$ cat config.mk
export PLATFORM = sky130hd
export DESIGN_NAME = despachador_trabajos
export DESIGN_NICKNAME = d
export VERILOG_FILES = /design/src/rtl/despachador_pkg.sv /design/src/rtl/temporizador_trabajo.sv /design/src/rtl/despachador_trabajos.sv
export SDC_FILE = /design/constraint.sdc
export NUM_CORES = 1
export LEC_CHECK = 0
export ABC_AREA = 1
export BUFFER_PORTS_ARGS = -buffer_cell sky130_fd_sc_hd__buf_2
export CORE_MARGIN = 2
export CORE_UTILIZATION = 40
export DETAILED_ROUTE_END_ITERATION = 8
export PLACE_DENSITY = 0.69
export SLEW_MARGIN = 5
export SYNTH_ARGS = -nofsm -noshare
export SYNTH_HDL_FRONTEND = slang
export SYNTH_SLANG_ARGS = --single-unit
$ cat constraint.sdc
create_clock -name clk -period 2.35 [get_ports clk]
set_clock_uncertainty 0.2 [all_clocks]
set_input_delay 0.3525 -clock clk [delete_from_list [all_inputs] [get_ports clk]]
set_output_delay 0.3525 -clock clk [all_outputs]
set_load 0.05 [all_outputs]
$ cat src/rtl/despachador_pkg.sv
`default_nettype none
// ============================================================================
// Module      : despachador_pkg
// Description : Shared definitions for the job dispatcher: FSM state
//               encoding, result field widths and the hash bit slice that is
//               compared against the job target.
// Ports       : none (package)
// Revision    : 1.0 - initial release
// ============================================================================
package despachador_pkg;

  // Dispatcher FSM states
  localparam logic [1:0] INACTIVO = 2'd0;
  localparam logic [1:0] ESPERA   = 2'd1;
  localparam logic [1:0] ENTREGA  = 2'd2;
  localparam logic [1:0] PAUSA    = 2'd3;

  // Result field widths
  localparam int ANCHO_HASH   = 24;
  localparam int ANCHO_TARGET = 8;
  localparam int ANCHO_BLOQUE = 96;

  // Slice of the hash that is compared against the target
  localparam int HASH_MSB = 23;
  localparam int HASH_LSB = 16;

  // Unsigned check: the leading hash byte must be strictly below the target
  function automatic logic hash_cumple(input logic [ANCHO_HASH-1:0]   h,
                                       input logic [ANCHO_TARGET-1:0] t);
    return h[HASH_MSB:HASH_LSB] < t;
  endfunction

endpackage
`default_nettype wire

$ cat src/rtl/temporizador_trabajo.sv
`default_nettype none
// ============================================================================
// Module      : temporizador_trabajo
// Description : Loadable, clearable up-counter that flags "vencido" when the
//               count reaches LIMITE-1. LIMITE = 0 disables the flag.
// Ports       : clk, reset        - clock, synchronous active-high reset
//               limpiar           - clear count to zero (highest priority)
//               cargar/valor_carga- load an arbitrary count
//               habilitar         - increment by one this cycle
//               cuenta            - current count
//               vencido           - count has reached LIMITE-1
// Revision    : 1.0 - initial release
// ============================================================================
module temporizador_trabajo #(
  parameter int               ANCHO  = 16,
  parameter logic [ANCHO-1:0] LIMITE = '1
) (
  input  logic             clk,
  input  logic             reset,
  input  logic             limpiar,
  input  logic             cargar,
  input  logic [ANCHO-1:0] valor_carga,
  input  logic             habilitar,
  output logic [ANCHO-1:0] cuenta,
  output logic             vencido
);

  localparam logic [ANCHO-1:0] c_ultimo = LIMITE - ANCHO'(1);

  always_ff @(posedge clk) begin
    if (reset) begin
      cuenta <= '0;
    end else if (limpiar) begin
      cuenta <= '0;
    end else if (cargar) begin
      cuenta <= valor_carga;
    end else if (habilitar) begin
      cuenta <= cuenta + ANCHO'(1);
    end
  end

  assign vencido = (LIMITE != '0) && (cuenta == c_ultimo);

endmodule
`default_nettype wire

$ cat src/rtl/despachador_trabajos.sv
`default_nettype none
// ============================================================================
// Module      : despachador_trabajos
// Description : Initiator-side controller for the miner. Accepts one job at a
//               time over valid/ready, holds inicio high while the miner works,
//               captures the hash (or gives up after CICLOS_TIMEOUT cycles),
//               checks it against the target and delivers a result record
//               downstream over valid/ready.
// Ports       : clk, reset                       - clock, sync active-high reset
//               trabajo_valido/listo/bloque/target - upstream job channel
//               inicio, bloque_bytes, target      - miner request
//               terminado, hash                   - miner response
//               resultado_valido/listo/hash/ok/timeout - downstream result
//               ocupado                           - not idle
//               cuenta_trabajos                   - results delivered (wraps)
// Revision    : 1.0 - initial release
// ============================================================================
module despachador_trabajos
  import despachador_pkg::*;
#(
  parameter int                       ANCHO_TIMEOUT  = 16,
  parameter logic [ANCHO_TIMEOUT-1:0] CICLOS_TIMEOUT = 16'hFFFF,
  parameter int                       CICLOS_PAUSA   = 2
) (
  input  logic                    clk,
  input  logic                    reset,
  input  logic                    trabajo_valido,
  output logic                    trabajo_listo,
  input  logic [ANCHO_BLOQUE-1:0] trabajo_bloque,
  input  logic [ANCHO_TARGET-1:0] trabajo_target,
  output logic                    inicio,
  output logic [ANCHO_BLOQUE-1:0] bloque_bytes,
  output logic [ANCHO_TARGET-1:0] target,
  input  logic                    terminado,
  input  logic [ANCHO_HASH-1:0]   hash,
  output logic                    resultado_valido,
  input  logic                    resultado_listo,
  output logic [ANCHO_HASH-1:0]   resultado_hash,
  output logic                    resultado_ok,
  output logic                    resultado_timeout,
  output logic                    ocupado,
  output logic [15:0]             cuenta_trabajos
);

  // Pause counter runs 0 .. CICLOS_PAUSA-1
  localparam int ANCHO_PAUSA = (CICLOS_PAUSA > 2) ? $clog2(CICLOS_PAUSA) : 1;
  localparam logic [ANCHO_PAUSA-1:0] c_pausa_ultima = ANCHO_PAUSA'(CICLOS_PAUSA - 1);

  logic [1:0]               estado;
  logic [ANCHO_PAUSA-1:0]   cuenta_pausa;
  logic [ANCHO_TIMEOUT-1:0] cuenta_timeout;
  logic                     vencido;
  logic                     acepta;

  assign acepta = (estado == INACTIVO) && trabajo_valido && trabajo_listo;

  // Outputs decoded straight from the state register, so they are glitch-free
  // and a reset drops them on the very next edge.
  assign inicio  = (estado == ESPERA);
  assign ocupado = (estado != INACTIVO);

  temporizador_trabajo #(
    .ANCHO  (ANCHO_TIMEOUT),
    .LIMITE (CICLOS_TIMEOUT)
  ) u_temporizador (
    .clk         (clk),
    .reset       (reset),
    .limpiar     (acepta),
    .cargar      (1'b0),
    .valor_carga ('0),
    .habilitar   (estado == ESPERA),
    .cuenta      (cuenta_timeout),
    .vencido     (vencido)
  );

  always_ff @(posedge clk) begin
    if (reset) begin
      estado            <= INACTIVO;
      trabajo_listo     <= 1'b0;
      bloque_bytes      <= '0;
      target            <= '0;
      resultado_valido  <= 1'b0;
      resultado_hash    <= '0;
      resultado_ok      <= 1'b0;
      resultado_timeout <= 1'b0;
      cuenta_trabajos   <= '0;
      cuenta_pausa      <= '0;
    end else begin
      case (estado)
        INACTIVO: begin
          if (acepta) begin
            bloque_bytes  <= trabajo_bloque;
            target        <= trabajo_target;
            trabajo_listo <= 1'b0;
            estado        <= ESPERA;
          end else begin
            // Ready comes up one cycle after reset release
            trabajo_listo <= 1'b1;
          end
        end
        ESPERA: begin
          // terminado has priority over an expiring timeout in the same cycle
          if (terminado) begin
            resultado_hash    <= hash;
            resultado_ok      <= hash_cumple(hash, target);
            resultado_timeout <= 1'b0;
            resultado_valido  <= 1'b1;
            estado            <= ENTREGA;
          end else if (vencido) begin
            resultado_hash    <= '0;
            resultado_ok      <= 1'b0;
            resultado_timeout <= 1'b1;
            resultado_valido  <= 1'b1;
            estado            <= ENTREGA;
          end
        end
        ENTREGA: begin
          if (resultado_listo) begin
            resultado_valido <= 1'b0;
            cuenta_trabajos  <= cuenta_trabajos + 16'd1;
            cuenta_pausa     <= '0;
            estado           <= PAUSA;
          end
        end
        PAUSA: begin
          if (cuenta_pausa == c_pausa_ultima) begin
            // Ready is registered, so raise it on the way into INACTIVO
            trabajo_listo <= 1'b1;
            estado        <= INACTIVO;
          end else begin
            cuenta_pausa <= cuenta_pausa + ANCHO_PAUSA'(1);
          end
        end
        default: estado <= INACTIVO;
      endcase
    end
  end

  // cuenta_timeout is only consumed through vencido
  logic unused_ok;
  assign unused_ok = ^cuenta_timeout;

endmodule
`default_nettype wire

==> metrics, run 1 <==
outcome=complete, no violations; Syn Area/Cell=7.65 sq um; Root Buffer=clkbuf_16; post-route minimum period=2120 ps; gpl congestion=0.819; fin. max-slew vios=0; DRC violation count after routing=0; Worst-Margin Slew=528 ps; final worst slack=233 ps; WL final=19700 um; Synth Net Count=998; wire per inst=13.5 um; WP data arrival=1560 ps; drt first pass iters=5; R2R Path Start=estado[1]; mapped cell area=6510 sq um; Critical Path Start=estado[1]; final setup vio count=0; antenna viol nets, final=0; core area=15900 sq um; grt ovf=0; # rows=46; RSZ-0062 raised after global routing=false; total CTS buffers=17; hold path start=trabajo_target[4]; Cells after Synth=850; clock sinks=167; Clk pin slew, worst setup/hold paths=70 ps; Yosys cell types=36; Clock Latency Late Sink=410 ps; Cells after DPL=1312; vias in the first global route=6590; Area after DPL=8070 sq um; non-filler cells, final=1467; Ys Warns=0; Starting Density=0.410; post-route cell area=9880 sq um; Final Util=0.622; largest net degree at the start of global routing=82; Worst VDD drop=0.560 mV; detailed-route via count=6839; # H-tree levels=4; die width=132 um; startpoint types=flip-flop; initial antenna violation count=0; overall routing resource usage=0.224; worst min path class=in -> reg; Sum Neg Setup Slack=0 ps; Power Dens Cells=1030 nW/um^2; post-DR vias/cell=4.66; Area Growth Syn to Fin=51.8%; Setup WS pre-CTS=321 ps; Die Area=17300 sq um; ys async rst share=0; Fillers=1343; period utilization=0.901; Max-Cap Viols=0; HPWL after DPL=12100 um; Post-CTS Setup Bufs=0; CTS tree=yes; first-pass GRT wire length=32000 um; Leak=4.78 nW; register area share after synthesis=0.514; Post-synth EDFFs=0; I/O Buffers=282; worst-path maximum fanout=8; relative slew slack=0.648; Req. time, crit path=1800 ps; Top Ports=283; commonest non-fill, non-tap cell in the layout=buf_2; Achievable Freq=0.472 GHz; Iter 0 DRT Violations=405; Bufs on Longest Clock Path=2; Die Ht=132 um; critical path class=reg -> out; share of layout cells above drive strength 1=0.276; antenna fix cells=0; CP Capture Type=primary output; commonest cells after routing, fill and taps aside=buf_2 (282), nor2_1 (223), dfxtp_1 (167); CTS resizes=0; final hold violation count=0; Nets=1386; Primary FF master, synth=dfxtp_1; synthesized flop and latch total=167
worst paths after layout:
path | endpoint | cells past startpoint | slack (ps)
max | inicio | 3 | 230
min | target[4] | 3 | 20
max reg2reg | u_temporizador.cuenta[5] | 9 | 330
min reg2reg | resultado_hash[10] | 2 | 260
state kept, by name (all words and copies together) (netlist names):
signal	count
resultado_valido	1
resultado_timeout	1
cuenta_pausa	1
u_temporizador.cuenta	16
resultado_ok	1
resultado_hash	24
bloque_bytes	96
target	8
cuenta_trabajos	16
estado	2
trabajo_listo	1
per-layer routing:
metal | share of wire | track usage
met1 | 0.43 | 0.272
met2 | 0.48 | 0.378
met3 | 0.060 | 0.0610
met4 | 0.026 | 0.0864
met5 | 0 | 0
timing repair:
action / in CTS / in global routing
endpoints found under the setup margin: 0 / 0
hold buffers: 123 / 0
endpoints found under the hold margin: 123 / 0
critical path: stages, from the launching register on:
cell,delay [ps]
dfxtp_1,340
inv_1,110
ha_1,360
buf_2,340
synth_stat cells, types with 4 or more instances:
library cell / count / area [sq um]
o21ai_1: 5 / 25.0
nand2_2: 5 / 31.3
nand2_1: 109 / 409
nor2_1: 223 / 837
xor2_1: 4 / 35.0
inv_1: 50 / 188
nand3_1: 10 / 50.1
ha_1: 15 / 188
buf_2: 14 / 70.1
o21ai_0: 114 / 571
a21oi_1: 58 / 290
nor3_1: 12 / 60.1
clkbuf_1: 25 / 93.8
dfxtp_1: 167 / 3340
stage by stage:
step / power (mW) / hold WS [ps]
2_1_floorplan: 6.43 / 238
3_3_place_gp: 7.28 / 246
3_5_place_dp: 7.32 / 249
4_1_cts: 10.3 / 6.29
5_1_grt: 10.7 / 8.10
6_report: 10.2 / 17.4
logic make-up (layout without fill, tap and decap cells):
kind of cell    count (synthesis)  after routing  share of synthesized area
simple gates                  384            384                      0.247
compound gates                182            182                      0.142
flops                         167            167                      0.514
buf+inv                        97            498                     0.0621
fa+ha+maj                      15             15                     0.0288
xor+xnor                        5              5                    0.00673
area by class of cell:
| cell class | count | area (sq um) | area share |
|---|---|---|---|
| Sequential cell | 167 | 3340 | 0.338 |
| Multi-Input combinational cell | 586 | 2760 | 0.279 |
| Timing Repair Buffer | 413 | 2730 | 0.276 |
| Clock buffer | 19 | 433 | 0.0438 |
| Tap cell | 216 | 270 | 0.0274 |
| Inverter | 53 | 200 | 0.0203 |
| Clock inverter | 13 | 145 | 0.0147 |
where the power goes:
group	internal (mW)	total (mW)	switching [mW]
sequential	3.35	3.62	0.264
combinational	0.949	3.86	2.91
clock	1.58	2.75	1.17
Note: power is estimated with default switching activity, not from simulation.
==> run 2, diff against run 1 <==
==> constraint.sdc (replaced) <==
create_clock -name clk -period 2.35 [get_ports clk]
set_clock_uncertainty 0.2 [all_clocks]
set_input_delay 0.47 -clock clk [delete_from_list [all_inputs] [get_ports clk]]
set_output_delay 0.47 -clock clk [all_outputs]
set_load 0.05 [all_outputs]
==> metrics, run 2 (same netlist as run 1, synthesis figures left out) <==
final hold violation count=0; worst-path maximum fanout=4; fin. max-slew vios=0; Clk pin slew, worst setup/hold paths=70 ps; worst-path cell chain=inv_1 > ha_1 > inv_1 > buf_2; WL final=17200 um; Power Dens Cells=1160 nW/um^2; commonest non-fill, non-tap cell in the layout=buf_2; period utilization=0.946; largest net degree at the start of global routing=82; commonest cells after routing, fill and taps aside=buf_2 (282), nor2_1 (223), dfxtp_1 (167); # rows=46; Starting Density=0.410; Post-CTS Setup Bufs=0; Final Util=0.546; detailed-route via count=6269; startpoint types=flip-flop; CP endpoint=ocupado; HPWL after DPL=12100 um; worst min path class=in -> reg; overall routing resource usage=0.198; drt first pass iters=5; GR Layer Usage met3=0.0637; DRC violation count after routing=0; Bufs on Longest Clock Path=2; total CTS buffers=17; share of layout cells above drive strength 1=0.306; Sum Neg Setup Slack=0 ps; CP peak stage delay=390 ps; Area Growth Syn to Fin=33.4%; post-DR vias/cell=4.66; antenna viol nets, final=0; final setup vio count=0; Worst-Margin Slew=723 ps; # H-tree levels=4; R2R Path Start=estado[0]; Nets=1264; Iter 0 DRT Violations=371; Biggest register=bloque_bytes; Die Ht=132 um; die width=132 um; WP buf/inv=3; vias in the first global route=5917; first-pass GRT wire length=28500 um; Die Area=17300 sq um; CTS tree=yes; Root Buffer=clkbuf_16; relative slew slack=0.518; biggest regs=bloque_bytes (96), resultado_hash (24); outcome=complete, no violations; WP data arrival=1550 ps; R2R depth=7; most used cell, CP=inv_1; grt ovf=0; Top Ports=283; Worst VDD drop=0.618 mV; gpl congestion=0.807; antenna fix cells=0; GR Layer Usage met1=0.252; met2 Use GR=0.316; Critical Path Start=estado[0]; Leak=4.28 nW; Stages on worst setup path=4; I/O Buffers=282; RR Endpoint=bloque_bytes[46]; CP Capture Type=primary output; r2r setup slk=240 ps; core area=15900 sq um; critical path class=reg -> out; busiest grt layer=met2; max FFs per register=96; Max-Cap Viols=0; Req. time, crit path=1680 ps; Top delay family on crit path=buffers and inverters; post-route minimum period=2220 ps; CP max-delay cell=dfxtp_1; wire per inst=12.8 um; Achievable Freq=0.450 GHz; clock sinks=167; Clock Latency Late Sink=410 ps; initial antenna violation count=0; RSZ-0062 raised after global routing=false
==> run 2: cell count changes in the layout (fill, tap and decap cells not counted) <==
cell / change
inv_6: -3
bufinv_16: +1
dlygate4sd3_1: -123
clkinv_4: -1
clkinvlp_4: +1
ha_1: -1
ha_2: +1
clkbuf_8: +1
clkbuf_1: +1
buf_4: +1
==> run 2: area by class of cell <==
| cell class | instances | area, sq um |
|---|---|---|
| fillers | 1552 | 7210 |
| repair buffers | 291 | 1500 |
| clock inverters | 11 | 148 |
| well taps | 216 | 270 |
| multi-input cells | 586 | 2760 |
| flip-flops and latches | 167 | 3340 |
| clock buffers | 21 | 450 |
| inverters | 53 | 200 |
==> run 2: how the worst min path moves through the flow <==
stage / from / endpoint / slack [ps] / depth (start not counted)
global route: trabajo_bloque[65] / bloque_bytes[65] / 60 / 3
finish: trabajo_bloque[4] / bloque_bytes[4] / 70 / 3
floorplan: u_temporizador.cuenta[5] / u_temporizador.cuenta[5] / 240 / 2
detailed placement: resultado_hash[8] / resultado_hash[8] / 250 / 2
global placement: bloque_bytes[21] / bloque_bytes[21] / 240 / 2
CTS: trabajo_bloque[2] / bloque_bytes[2] / 50 / 3
==> run 2: repair_timing <==
item / CTS / global route
endpoints found under the hold margin: 0 / 0
resized for setup: 0 / 1
setup endpoints to repair: 0 / 1
hold buffers: 0 / 0
==> run 2: stage by stage <==
step	setup WS, ps	area, sq um	total power, mW	std cells	hold WS, ps
after floorplan	251	6510	6.43	850	238
after CTS	23.3	8670	10.2	1345	51.7
after detailed placement	287	8080	7.31	1313	251
after global routing	6.79	8680	10.6	1345	58.7
after global placement	357	8080	7.28	1313	245
final	128	8680	10.1	1345	70.3
==> run 2: tightest hold or removal path: cells and delay by family <==
family,cells,cell delay [ps]
buf+inv,1,70
simple gates,2,110
==> run 2: routing by layer <==
metal | wire length, um | up-vias
met5 | 0 | -
met2 | 7900 | 194
met3 | 1170 | 28
met1 | 7780 | 2786
met4 | 356 | 0
li1 | - | 3261
==> run 2: where the power goes <==
group | leakage, nW | total [mW] | internal [mW] | switching, mW
Combinational | 2.64 | 3.65 | 0.809 | 2.84
Sequential | 1.36 | 3.60 | 3.35 | 0.245
Clock | 0.280 | 2.82 | 1.70 | 1.12
==> run 3, diff against run 2 <==
--- a/config.mk
+++ b/config.mk
@@ -7,9 +7,10 @@
 export LEC_CHECK = 0
 export ABC_AREA = 1
 export BUFFER_PORTS_ARGS = -buffer_cell sky130_fd_sc_hd__buf_2
-export CORE_MARGIN = 2
+export CORE_MARGIN = 10
 export CORE_UTILIZATION = 40
 export DETAILED_ROUTE_END_ITERATION = 8
+export HOLD_SLACK_MARGIN = 0.15
 export PLACE_DENSITY = 0.69
 export SLEW_MARGIN = 5
 export SYNTH_ARGS = -nofsm -noshare
==> constraint.sdc (replaced) <==
create_clock -name clk -period 2.7 [get_ports clk]
set_clock_uncertainty 0.2 [all_clocks]
set_input_delay 0.54 -clock clk [delete_from_list [all_inputs] [get_ports clk]]
set_output_delay 0.54 -clock clk [all_outputs]
set_load 0.05 [all_outputs]
==> metrics, run 3 (same netlist as run 1, synthesis figures left out) <==
outcome=complete, no violations; Clock Latency Late Sink=430 ps; Worst-Margin Slew=676 ps; total CTS buffers=17; Top Ports=283; die width=148 um; vias in the first global route=6674; max FFs per register=96; Nets=1343; clock network power share=0.276; drt first pass iters=4; final hold violation count=0; # H-tree levels=4; internal power=5.15 mW; sequential share of power=0.353; R2R depth=9; worst-path cell chain=inv_1 > ha_1 > buf_2; RSZ-0062 raised after global routing=false; CP peak stage delay=440 ps; Die Area=21800 sq um; gpl congestion=0.803; core area=15900 sq um; Max-Cap Viols=0; startpoint types=flip-flop; CTS tree=yes; Area Growth Syn to Fin=45.4%; CP max-delay cell=ha_1; Stages on worst setup path=3; # hold bufs at CTS=82; wire per inst=15.0 um; Root Buffer=clkbuf_16; Sum Neg Setup Slack=0 ps; Fillers=1433; worst min path class=in -> reg; antenna fix cells=0; largest net degree at the start of global routing=99; worst hold path cell count=3; Clk pin slew, worst setup/hold paths=60 ps; overall routing resource usage=0.191; post-route minimum period=2410 ps; Die Ht=148 um; initial antenna violation count=0; detailed-route via count=6706; grt ovf=0; Post-CTS Setup Bufs=0; share of layout cells above drive strength 1=0.284; Bufs on Longest Clock Path=2; CP Capture Type=primary output; commonest cells after routing, fill and taps aside=buf_2 (282), nor2_1 (223), dfxtp_1 (167); Req. time, crit path=1960 ps; CTS resizes=0; clock sinks=167; WL final=21300 um; Final Util=0.596; critical path class=reg -> out; first-pass GRT wire length=34300 um; biggest regs=bloque_bytes (96), resultado_hash (24); Top delay family on crit path=buffers and inverters; Leak=4.61 nW; Worst VDD drop=0.513 mV; I/O Buffers=282; Starting Density=0.410; WP data arrival=1670 ps; Sw Ratio=0.421; WP buf/inv=2; Power Dens Cells=941 nW/um^2; period utilization=0.892; worst-path maximum fanout=10; final setup vio count=0; Biggest register=bloque_bytes; combinational fraction of design power=0.371; Iter 0 DRT Violations=400; switching power=3.75 mW; fin. max-slew vios=0; relative slew slack=0.550; Achievable Freq=0.415 GHz; HPWL after DPL=14400 um; DRC violation count after routing=0; post-DR vias/cell=4.71; commonest non-fill, non-tap cell in the layout=buf_2; antenna viol nets, final=0; # rows=46
[run 3: cell count changes in the layout (fill, tap and decap cells not counted), sizes merged]
cell | previous run | this run
dlygate4sd3 | 0 | 82
buf | 291 | 288
clkbuf | 21 | 23
clkinvlp | 4 | 2
inv | 53 | 55
bufinv | 3 | 2
clkinv | 4 | 3
[run 3: routing by layer]
metal | up-vias | track usage | share of wire
met3 | 44 | 0.0806 | 0.090
li1 | 3414 | - | -
met5 | - | 0 | 0
met4 | 0 | 0.0758 | 0.029
met2 | 233 | 0.314 | 0.47
met1 | 3015 | 0.216 | 0.41
[run 3: metrics by stage]
stage               hold slack (ps)  power, mW  area (sq um)  instances  setup WS (ps)
CTS                             150       8.98          9460       1424            267
detailed placement              251       6.41          8040       1310            613
finish                          149       8.91          9460       1424            292
global route                    152       9.37          9460       1424            189
floorplan                       238       5.59          6510        850            601
global placement                245       6.38          8040       1310            650
[run 3: layout make-up]
cell class | instances | area [sq um] | share of cell area
Sequential cell | 167 | 3340 | 0.353
Multi-Input combinational cell | 586 | 2760 | 0.292
Inverter | 53 | 200 | 0.0212
Clock inverter | 9 | 111 | 0.0118
Clock buffer | 23 | 488 | 0.0516
Timing Repair Buffer | 370 | 2290 | 0.242
Tap cell | 216 | 270 | 0.0286
[run 3: worst paths after layout]
path                      startpoint                   endpoint  slack (ps)
hold / removal    trabajo_bloque[90]           bloque_bytes[90]         150
hold reg to reg     bloque_bytes[21]           bloque_bytes[21]         260
setup / recovery           estado[1]                     inicio         290
setup reg to reg           estado[1]  u_temporizador.cuenta[15]         610
[run 3: worst reg2reg max path, stage by stage, from the launching register on]
cell	delay (ps)
dfxtp_1	340
inv_1	110
ha_1	440
nand2_2	140
nor2_2	140
nand3_2	130
nor3_2	230
nand2_1	100
nand2_1	70
a21oi_1	50
[run 3: power by group through the flow]
stage	sequential, mW	clock, mW	combinational [mW]
floorplan	4.68	0	0.916
finish	3.14	2.46	3.31
CTS	3.14	2.51	3.33
global route	3.20	2.61	3.56
global placement	3.17	0	3.21
detailed placement	3.18	0	3.23
